$ cat config.mk
export PLATFORM = sky130hd
export DESIGN_NAME = pc_sequencer
export DESIGN_NICKNAME = d
export VERILOG_FILES = /design/src/rtl/pc_seq_pkg.sv /design/src/rtl/pc_incrementer.sv /design/src/rtl/pc_sequencer.sv
export SDC_FILE = /design/constraint.sdc
export NUM_CORES = 1
export LEC_CHECK = 0
export ABC_AREA = 1
export CAP_MARGIN = 15
export CORE_AREA = 5 5 117 119
export CTS_CLUSTER_DIAMETER = 80
export DETAILED_ROUTE_END_ITERATION = 8
export DIE_AREA = 0 0 122 124
export PLACE_DENSITY = 0.77
export SLEW_MARGIN = 20
export SYNTH_ARGS = -nofsm -noshare
export SYNTH_HDL_FRONTEND = slang
export SYNTH_SLANG_ARGS = --single-unit
$ cat constraint.sdc
create_clock -name clk -period 2.4 [get_ports clk]
set_input_delay 0.24 -clock clk [delete_from_list [all_inputs] [get_ports clk]]
set_output_delay 0.24 -clock clk [all_outputs]
set_load 0.02 [all_outputs]
$ cat src/rtl/pc_seq_pkg.sv
`default_nettype none
// ============================================================================
// Module   : pc_seq_pkg
// Brief    : Shared types and constants for the PC sequencer.
// Revision : 1.0 - initial release
// ============================================================================
package pc_seq_pkg;

    localparam int          INSTR_BYTES          = 4;
    localparam logic [31:0] DEFAULT_RESET_VECTOR = 32'h0000_0000;
    localparam logic [31:0] DEFAULT_TRAP_VECTOR  = 32'h0000_0080;

    typedef enum logic [1:0] {
        BOOT   = 2'd0,
        FETCH  = 2'd1,
        WAIT   = 2'd2,
        HALTED = 2'd3
    } state_t;

    // Ordered so that a numerically larger cause has higher priority.
    typedef enum logic [1:0] {
        NONE   = 2'd0,
        BRANCH = 2'd1,
        JUMP   = 2'd2,
        TRAP   = 2'd3
    } redirect_t;

    function automatic logic [31:0] align_target(input logic [31:0] target);
        return {target[31:2], 2'b00};
    endfunction

endpackage
`default_nettype wire

$ cat src/rtl/pc_incrementer.sv
`default_nettype none
// ============================================================================
// Module   : pc_incrementer
// Brief    : Combinational sequential-fetch address (pc + INSTR_BYTES).
// Revision : 1.0 - initial release
// ============================================================================
module pc_incrementer
    import pc_seq_pkg::*;
(
    input  logic [31:0] pc,
    output logic [31:0] pc_plus4
);

    assign pc_plus4 = pc + 32'(INSTR_BYTES);

endmodule
`default_nettype wire

$ cat src/rtl/pc_sequencer.sv
`default_nettype none
// ============================================================================
// Module   : pc_sequencer
// Brief    : Program-counter controller with fetch handshake, redirects,
//            stall-held redirect latch, trap entry and halt/resume.
// Revision : 1.0 - initial release
// ============================================================================
module pc_sequencer
    import pc_seq_pkg::*;
#(
    parameter logic [31:0] RESET_VECTOR = DEFAULT_RESET_VECTOR,
    parameter logic [31:0] TRAP_VECTOR  = DEFAULT_TRAP_VECTOR
) (
    input  logic        clk,
    input  logic        reset,
    input  logic        imem_ready,
    input  logic        branch_taken,
    input  logic [31:0] branch_target,
    input  logic        jump,
    input  logic [31:0] jump_target,
    input  logic        trap,
    input  logic        halt,
    input  logic        resume,
    output logic        imem_req,
    output logic [31:0] imem_addr,
    output logic [31:0] pc,
    output logic [31:0] pc_plus4,
    output logic [31:0] epc,
    output logic        halted
);

    state_t      r_state, w_state_next;
    logic [31:0] r_pc, w_pc_next;
    logic [31:0] r_epc, w_epc_next;
    logic        r_pend_valid, w_pend_valid_next;
    redirect_t   r_pend_cause, w_pend_cause_next;
    logic [31:0] r_pend_target, w_pend_target_next;
    logic        r_halted;

    redirect_t   w_req_cause;
    logic [31:0] w_req_target;
    logic [31:0] w_accept_pc;
    logic [31:0] w_pc_plus4;

    pc_incrementer u_incr (
        .pc       (r_pc),
        .pc_plus4 (w_pc_plus4)
    );

    // Highest-priority non-trap redirect requested this cycle.
    always_comb begin
        w_req_cause  = NONE;
        w_req_target = 32'h0;
        if (jump) begin
            w_req_cause  = JUMP;
            w_req_target = align_target(jump_target);
        end else if (branch_taken) begin
            w_req_cause  = BRANCH;
            w_req_target = align_target(branch_target);
        end
    end

    // Address loaded on an accepting edge: live redirect beats the latch.
    always_comb begin
        if (w_req_cause != NONE)
            w_accept_pc = w_req_target;
        else if (r_pend_valid)
            w_accept_pc = r_pend_target;
        else
            w_accept_pc = w_pc_plus4;
    end

    always_comb begin
        w_state_next       = r_state;
        w_pc_next          = r_pc;
        w_epc_next         = r_epc;
        w_pend_valid_next  = r_pend_valid;
        w_pend_cause_next  = r_pend_cause;
        w_pend_target_next = r_pend_target;

        case (r_state)
            BOOT: w_state_next = FETCH;

            FETCH, WAIT: begin
                if (trap) begin
                    // Outstanding fetch is abandoned; no handshake needed.
                    w_pc_next         = TRAP_VECTOR;
                    w_epc_next        = r_pc;
                    w_pend_valid_next = 1'b0;
                    w_pend_cause_next = NONE;
                    w_state_next      = (imem_ready && halt) ? HALTED : FETCH;
                end else if (imem_ready) begin
                    w_pc_next         = w_accept_pc;
                    w_pend_valid_next = 1'b0;
                    w_pend_cause_next = NONE;
                    w_state_next      = halt ? HALTED : FETCH;
                end else begin
                    w_state_next = WAIT;
                    if ((w_req_cause != NONE) &&
                        (!r_pend_valid || (w_req_cause >= r_pend_cause))) begin
                        w_pend_valid_next  = 1'b1;
                        w_pend_cause_next  = w_req_cause;
                        w_pend_target_next = w_req_target;
                    end
                end
            end

            HALTED: begin
                if (trap) begin
                    w_pc_next    = TRAP_VECTOR;
                    w_epc_next   = r_pc;
                    w_state_next = FETCH;
                end else if (resume) begin
                    w_state_next = FETCH;
                end
            end

            default: w_state_next = BOOT;
        endcase
    end

    always_ff @(posedge clk) begin
        if (reset) begin
            r_state       <= BOOT;
            r_pc          <= RESET_VECTOR;
            r_epc         <= 32'h0;
            r_pend_valid  <= 1'b0;
            r_pend_cause  <= NONE;
            r_pend_target <= 32'h0;
            r_halted      <= 1'b0;
        end else begin
            r_state       <= w_state_next;
            r_pc          <= w_pc_next;
            r_epc         <= w_epc_next;
            r_pend_valid  <= w_pend_valid_next;
            r_pend_cause  <= w_pend_cause_next;
            r_pend_target <= w_pend_target_next;
            r_halted      <= (w_state_next == HALTED);
        end
    end

    assign imem_req  = (r_state == FETCH) || (r_state == WAIT);
    assign imem_addr = r_pc;
    assign pc        = r_pc;
    assign pc_plus4  = w_pc_plus4;
    assign epc       = r_epc;
    assign halted    = r_halted;

endmodule
`default_nettype wire

# Word-level counts from Yosys, hierarchy flattened
# Cells that the tools add are included.
[classes]
n_mux = 23
n_addsub = 1
n_reduce_logical = 15
n_lt_le_gt_ge = 1
n_eq_ne = 6
bitwise_logic = 2
[ops]
columns = ["operator", "n"]
rows = [
  ["$mux 32", 7],
  ["$pmux 32 s2", 1],
  ["$add 32x3->32 const B", 1],
  ["$mux 2", 10],
  ["$eq 2x2->1 const B", 3],
  ["$pmux 2 s3", 1],
  ["$mux 1", 4],
  ["$reduce_and 2->1", 2],
  ["$reduce_and 4->1", 1],
  ["$reduce_bool 2->1", 2],
  ["$ne 3x3->1 const B", 1],
  ["$reduce_and 3->1", 1],
  ["$reduce_bool 3->1", 1],
  ["$reduce_or 3->1", 1],
  ["$eq 2x1->1 const B", 1],
  ["$ge 2x2->1", 1],
  ["$logic_and 1x1->1", 2],
  ["$logic_not 2->1", 1],
  ["$logic_or 1x1->1", 2],
  ["$ne 2x2->1 const B", 1],
  ["$not 1->1", 2],
  ["$reduce_or 2->1", 1],
  ["$logic_not 1->1", 1],
]
[word_totals]
input_bits = 72
elab_cells = 55
regBits = 102

# Logic depth before layout (Yosys ltp)
# Gate-level depths: netlist of the first run.
[depth]
depth_word = 8
mapped_depth = 16
mapped_depth_nobuf = 14

# Modules after synthesis
# Synthesis of the first run repeated with hierarchy kept, for this count alone.
[hier_totals]
hier_cells = 1030
area_unflattened_um2 = 6184.7
[modules_own_cells]
columns = ["module", "n_inst", "area_per_inst_um2", "cells_per_inst", "seq_area_each_um2"]
rows = [
  ["pc_sequencer", 1, 5275.1, 853, 2001.9],
  ["pc_incrementer", 1, 909.6, 177, 0.0],
]

# Worst setup path before layout of the first run
# OpenSTA, ideal clock, no wires.
[synth_timing]
path_kind = "input-to-reg"
start = "input port jump"
end = "register r_pend_target[3]"
t_required_ns = 2.335
slack_ns = 0.373
path_stages = 15
t_arrival_ns = 1.962
cell_sequence = "buf_2 > nor2_1 > buf_2 > inv_1 > ha_1 > o21ai_0 > nand2_1 > nand3_1 > nand2_1 > nand2_2 > buf_4 > nand2_1 > o21ai_1 > inv_1 > nor2_1"
[synth_between]
elab_chain_cells = 5
word_cells_on_any_way = 7
cone_classes = "order compare: 1; mux: 2; reduce/logical: 4"
[synth_lines]
columns = ["item", "line", "text"]
rows = [
  ["from (decl)", "pc_sequencer.sv:19", "input logic jump,"],
  ["$mux 2", "pc_sequencer.sv:54", "if (jump) begin"],
  ["$ge 2x2->1", "pc_sequencer.sv:100", "(!r_pend_valid || (w_req_cause >= r_pend_cause))) begin"],
  ["$logic_or 1x1->1", "pc_sequencer.sv:100", ""],
  ["$logic_and 1x1->1", "pc_sequencer.sv:99", "if ((w_req_cause != NONE) &&"],
  ["$reduce_and 4->1 (no line)", "n/a", ""],
  ["to (signal assigned)", "pc_sequencer.sv:137", "r_pend_target <= w_pend_target_next;"],
  ["to (decl)", "pc_sequencer.sv:37", "logic [31:0] r_pend_target, w_pend_target_next;"],
]
# Parallel ways exist; a longest one is shown, timed or not.
# A chain may end at the register's enable or synchronous reset.

# Worst setup path in the final report of the first run
[layout_timing]
start = "register r_pc[3], in the netlist imem_addr[3]"
end = "output port pc_plus4[15]"
[layout_between]
elab_chain_cells = 1
[layout_lines]
columns = ["item", "line", "text"]
rows = [
  ["from (decl)", "pc_sequencer.sv:33", "logic [31:0] r_pc, w_pc_next;"],
  ["from (signal assigned)", "pc_sequencer.sv:133", "r_pc <= w_pc_next;"],
  ["$add 32x3->32", "pc_incrementer.sv:14", "assign pc_plus4 = pc + 32'(INSTR_BYTES);"],
  ["to (decl)", "pc_sequencer.sv:27", "output logic [31:0] pc_plus4,"],
]
# Every way passes these cells.

==> impl_metrics.toml, run 1 <==
[setup_path]
cp.arrival_ns = 2.04
startpoint_type = "register"
cp_slowest_stage_delay_ns = 0.40
critPathLaunch = "imem_addr[3]"
critPathTopFamily = "simple AND/OR/NAND/NOR gates"
cp-end-kind = "output pin"
cp_max_fo = 5
path_cells = "buf_4, nand2_2, nor2_4, nand2_2, nor2_4, nand2_1, nand2_1, dlygate4sd2_1"
critical-path-slowest-cell = "dfxtp_1"
reg2reg_from = "r_state[1]"
r2r_end = "r_pend_target[2]"
r2r_setup_slack_ns = 0.58
cp.required_ns = 2.16
crit_type = "reg2out"
r2r_cells = 10
crit_buf_inv = 2

[logic_synthesis]
synth_seq_cells = 96
synth_top_area_cell = "dfxtp_1"
synth_cells = 839
synth_top_area_frac = 0.341
netlist_top_cells_area = "dfxtp_1, nand2_1, a211oi_1"
synth_area_per_cell_um2 = 6.72
seq_area_frac_synth = 0.341
ys_types = 35
yosysWarnings = 0
synth.cell_area_um2 = 5640

[timing]
rsz0062_at_grt = "no"
period_needed_ns = 2.28
worstMarginPinSlew_ns = 0.598
post-route-period-util = 0.952
fmax_mhz = 438
slew_headroom = 0.601
tns_ns = 0
hold_violations = 0
setup_viol = 0
fin_skew_ns = 0.00908
final_max_slew_viol_count = 0

[placed_design]
place_congestion = 0.906
place_hpwl_um = 13200
place_area_um2 = 7630
portBuffers = 189
numPlacedInstances = 1161

[layout]
stdcell_count = 1177
antenna_cells = 0
flow.area_growth_from_synthesis_pct = 40.3
fin_nets = 1078
final_cell_mix = "nand2_1, clkdlybuf4s50_1, inv_1, dfxtp_1, nor2_1"
fillers = 1168
layout_commonest_cell = "nand2_1"
final_util = 0.634
fin_area_um2 = 7910
drive_above_1_share = 0.0975

[clocking]
max-clock-path-buffers = 2
post_cts_buffers = 0
clkLatencyLatePin_ns = 0.35
clock_sinks = 96
cts_tree = "done"
clkTransAtPathRegs_ns = 0.07
htreeDepth = 3
cts_buffers = 9
cts_root_buf = "clkbuf_16"

[global_routing]
antenna_found_initial = 0
grt_first_pass_wirelength_um = 28200
grt-ovfl-total = 0
grtUsageTotal = 0.237
grt_pass1_vias = 5615
grt_max_degree = 52

[routing]
drtAntennaViolNets = 0
drtIter0Drc = 461
dr.pass1.iters = 7
avgRoutedWirePerCell_um = 15.3
drc = 0
wl_um = 18100
vias = 5948
vias_per_cell = 5.05

[floorplanning]
die_area_um2 = 15100
rows = 41
start_util = 0.452
core_area_um2 = 12500
ios = 202
die_h_um = 124
dieWidth_um = 122

[worst_hold_path]
hold_end = "imem_addr[18]"
hold_path_class = "in2reg"
holdPathStages = 2
hp-start = "reset"

[pwr]
peakVddDrop_v = 0.000305
power.leakage_uw = 0.00336
p_per_area_nw_per_um2 = 528

[run_status]
status = "complete, no violations"

[flow_run]
maxCapViolCount = 0
[state kept, by name, summed over array words and instances, names as in the netlist]
signal and count:
r_pend_valid 1, r_pend_cause 2, r_pend_target 30, epc 30, imem_addr 30, r_state 2, halted 1
[synth_stat cells]
library cell	instances
ha_1	6
o21bai_1	1
nor4_1	1
nand2_4	2
nand3b_1	1
a21oi_1	67
a21oi_2	7
nor2_1	88
nand3_2	5
nor2_8	1
nor3_2	1
xor2_1	4
buf_1	1
buf_2	16
nand3_1	26
nor3_1	2
and2_1	1
or2_0	1
nor2_4	7
a211oi_1	48
a22oi_1	30
o21ai_1	8
o21ai_0	21
nand2_1	216
dfxtp_1	96
inv_2	4
inv_1	96
nor2_2	5
buf_6	1
nand2_2	5
buf_4	42
conb_1	1
a31oi_1	1
clkbuf_1	23
xnor2_1	4
[worst max-delay path by stage]
stage / slack [ns] / cells past startpoint / endpoint
CTS: 0.05 / 5 / pc_plus4[8]
floorplan: 0.37 / 15 / r_pend_target[3]
global placement: 0.06 / 6 / pc_plus4[12]
detailed placement: 0.07 / 6 / pc_plus4[12]
finish: 0.12 / 8 / pc_plus4[15]
global route: 0.03 / 8 / pc_plus4[18]
[power by group]
part	total, µW	leakage (µW)	switching (µW)	internal [µW]
Combinational	994	0.00244	560	435
Clock	1440	0.000138	636	803
Sequential	1740	0.000785	58.5	1690
Total	4180	0.00336	1250	2920
[cell families after synthesis]
group / synth area share
and+or+nand+nor: 0.275
AOI/OAI and AO/OA: 0.202
buffers and inverters: 0.155
DFF: 0.341
xor gates and xnor gates: 0.0124
adders and majority gates: 0.0133
other: 0.000665
[stage by stage]
stage                     total power [µW]  hold WS, ns  worst slack (ns)
final                                 4180        0.390             0.115
after floorplan                       2340        0.434             0.373
after global placement                2770        0.451            0.0625
after global routing                  4350        0.416            0.0288
after detailed placement              2780        0.455            0.0750
after CTS                             4200        0.371            0.0495
[area by class of cell]
cell class                 instances  area (µm²)  share of cell area
multi-input combinational        567        2880               0.364
timing repair buffer             226        2220               0.280
sequential                        96        1930               0.244
inverter                         100         375              0.0475
clock buffer                      10         229              0.0290
tap                              172         215              0.0272
clock inverter                     6        60.1             0.00760
[repair_timing]
item | 4_1_cts | 5_1_grt
gates resized for setup | 31 | 2
pin swaps | 0 | 0
hold buffers | 0 | 0
endpoints found under the hold margin | 0 | 0
gates cloned | 0 | 0
setup endpoints to repair | 25 | 2
[per-layer routing]
metal	global-route usage	wire length [µm]	vias up
li1	-	-	2992
met5	0	0	-
met4	0.0931	507	0
met2	0.405	8710	243
met3	0.0509	1620	31
met1	0.291	7210	2682
[worst reg2reg max path, delay by kind of cell, from the launching register on]
family | cells | cell delay (ns)
AND/OR/NAND/NOR | 4 | 0.56
flip-flops | 1 | 0.33
buffers and inverters | 4 | 0.42
AO/OA/AOI/OAI | 1 | 0.11
adder cells (fa/ha/maj) | 1 | 0.33
No activity file was read; power rests on OpenSTA's default activity.
==> run 2, diff against run 1 <==
- CORE_AREA: 5 5 117 119 -> 5 5 100 139
- DIE_AREA: 0 0 122 124 -> 0 0 105 144
==> run 2 against run 1 <==
Compared with the run above: count of clock-buffer cells in the layout rose by 2; first-iteration DRC count fell by 29%; sequential share of layout area fell by 0.19 points; register-to-register slack improved by 0.03 ns; highest routed layer unchanged.
==> impl_metrics.toml, run 2 (synthesis results as in run 1) <==
[setup_path]
startpoint_type = "register"
cp-end-kind = "output pin"
crit_type = "reg2out"
path_cells = "ha_1, inv_1, nor2_2, xor2_1, clkdlybuf4s50_1"
critical-path-slowest-cell = "clkdlybuf4s50_1"
cp.required_ns = 2.16
cp_slowest_stage_delay_ns = 0.65
cp.arrival_ns = 2.05
cp_max_fo = 6

[floorplanning]
start_util = 0.446
dieWidth_um = 105
ios = 202
rows = 49
die_area_um2 = 15100
core_area_um2 = 12600
die_h_um = 144

[pwr]
clkPwrFrac = 0.366
p_switching_uw = 1240
peakVddDrop_v = 0.000296
power_uw = 4330
p_int_uw = 3100
swShare = 0.285
combPwrFrac = 0.232
power.leakage_uw = 0.00343
p_per_area_nw_per_um2 = 545
seqPwrFrac = 0.402

[placed_design]
place_congestion = 0.943
place_hpwl_um = 13800
portBuffers = 189

[flow_run]
maxCapViolCount = 0

[timing]
slew_headroom = 0.544
setup_viol = 0
final_max_slew_viol_count = 0
rsz0062_at_grt = "no"
fmax_mhz = 437
tns_ns = 0
hold_violations = 0
fin_skew_ns = 0.00354
worstMarginPinSlew_ns = 0.684
period_needed_ns = 2.29
post-route-period-util = 0.954

[layout]
final_cell_mix = "nand2_1, clkdlybuf4s50_1, inv_1, dfxtp_1, nor2_1"
fillers = 1158
flow.area_growth_from_synthesis_pct = 41.2
fin_nets = 1080
drive_above_1_share = 0.0983
area.sequential_um2 = 1930
final_util = 0.630
multi_input_area_um2 = 2890
antenna_cells = 0
layout_commonest_cell = "nand2_1"

[clocking]
cts_tree = "done"
htreeDepth = 3
clock_sinks = 96
cts_root_buf = "clkbuf_16"
clkLatencyLatePin_ns = 0.34
clkTransAtPathRegs_ns = 0.07
max-clock-path-buffers = 2
cts_buffers = 9

[routing]
drtAntennaViolNets = 0
vias_per_cell = 5.21
drc = 0
wl_um = 18500
vias = 6043
drtIter0Drc = 328
avgRoutedWirePerCell_um = 15.9
dr.pass1.iters = 6

[global_routing]
antenna_found_initial = 0
grt-ovfl-total = 0
grt_first_pass_wirelength_um = 29100
grt_pass1_vias = 5849
grt_max_degree = 58
grtUsageTotal = 0.239

[worst_hold_path]
hold_path_class = "in2reg"

[run_status]
status = "complete, no violations"
==> run 2: area by class of cell <==
| cell class | count | area share |
|---|---|---|
| tap | 153 | 0.0241 |
| inverter | 100 | 0.0472 |
| clock inverter | 4 | 0.00959 |
| timing repair buffer | 228 | 0.282 |
| clock buffer | 12 | 0.0322 |
| multi-input combinational | 567 | 0.363 |
| sequential | 96 | 0.242 |
==> run 2: what timing repair did <==
item                       4_1_cts  5_1_grt
hold endpoints to repair         0        0
gates resized for setup         25        7
setup buffers                    0        0
hold buffers                     0        0
setup endpoints to repair       25        6
gates cloned                     0        0
==> run 2: final timing paths <==
path / from / slack (ns) / cells after the start / end
min: reset / 0.42 / 2 / imem_addr[17]
max: imem_addr[2] / 0.11 / 5 / pc_plus4[6]
max reg2reg: r_state[1] / 0.61 / 10 / r_pend_target[2]
min reg2reg: epc[5] / 0.46 / 2 / epc[5]
==> run 2: power by group through the flow <==
stage	sequential, µW	combinational [µW]	clock [µW]
floorplan	1840	507	0
global placement	1770	1000	0
detailed placement	1780	1010	0
CTS	1740	1010	1610
global route	1750	1090	1670
finish	1740	1010	1590
==> run 2: stage by stage <==
step                      area [µm²]  cells  worst slack [ns]  hold slack [ns]
after floorplan                 5660    846             0.373            0.434
after global placement          7620   1144             0.121            0.451
after detailed placement        7620   1144            0.0382            0.453
after CTS                       7940   1160           0.00105            0.410
after global routing            7960   1160           0.00498            0.445
final                           7960   1160             0.111            0.422
==> run 2: per-layer routing <==
metal,track usage,part of all wire,vias to the layer above
li1,-,-,2994
met1,0.249,0.36,2757
met2,0.438,0.52,236
met3,0.0514,0.067,56
met4,0.145,0.048,0
met5,0,0,-
==> run 2: critical path: cells and delay by family (launching register included) <==
family	cells	cell delay, ns
and+or+nand+nor	1	0.18
adders and majority gates	1	0.20
xor gates and xnor gates	1	0.22
DFF	1	0.40
buffers and inverters	2	0.70
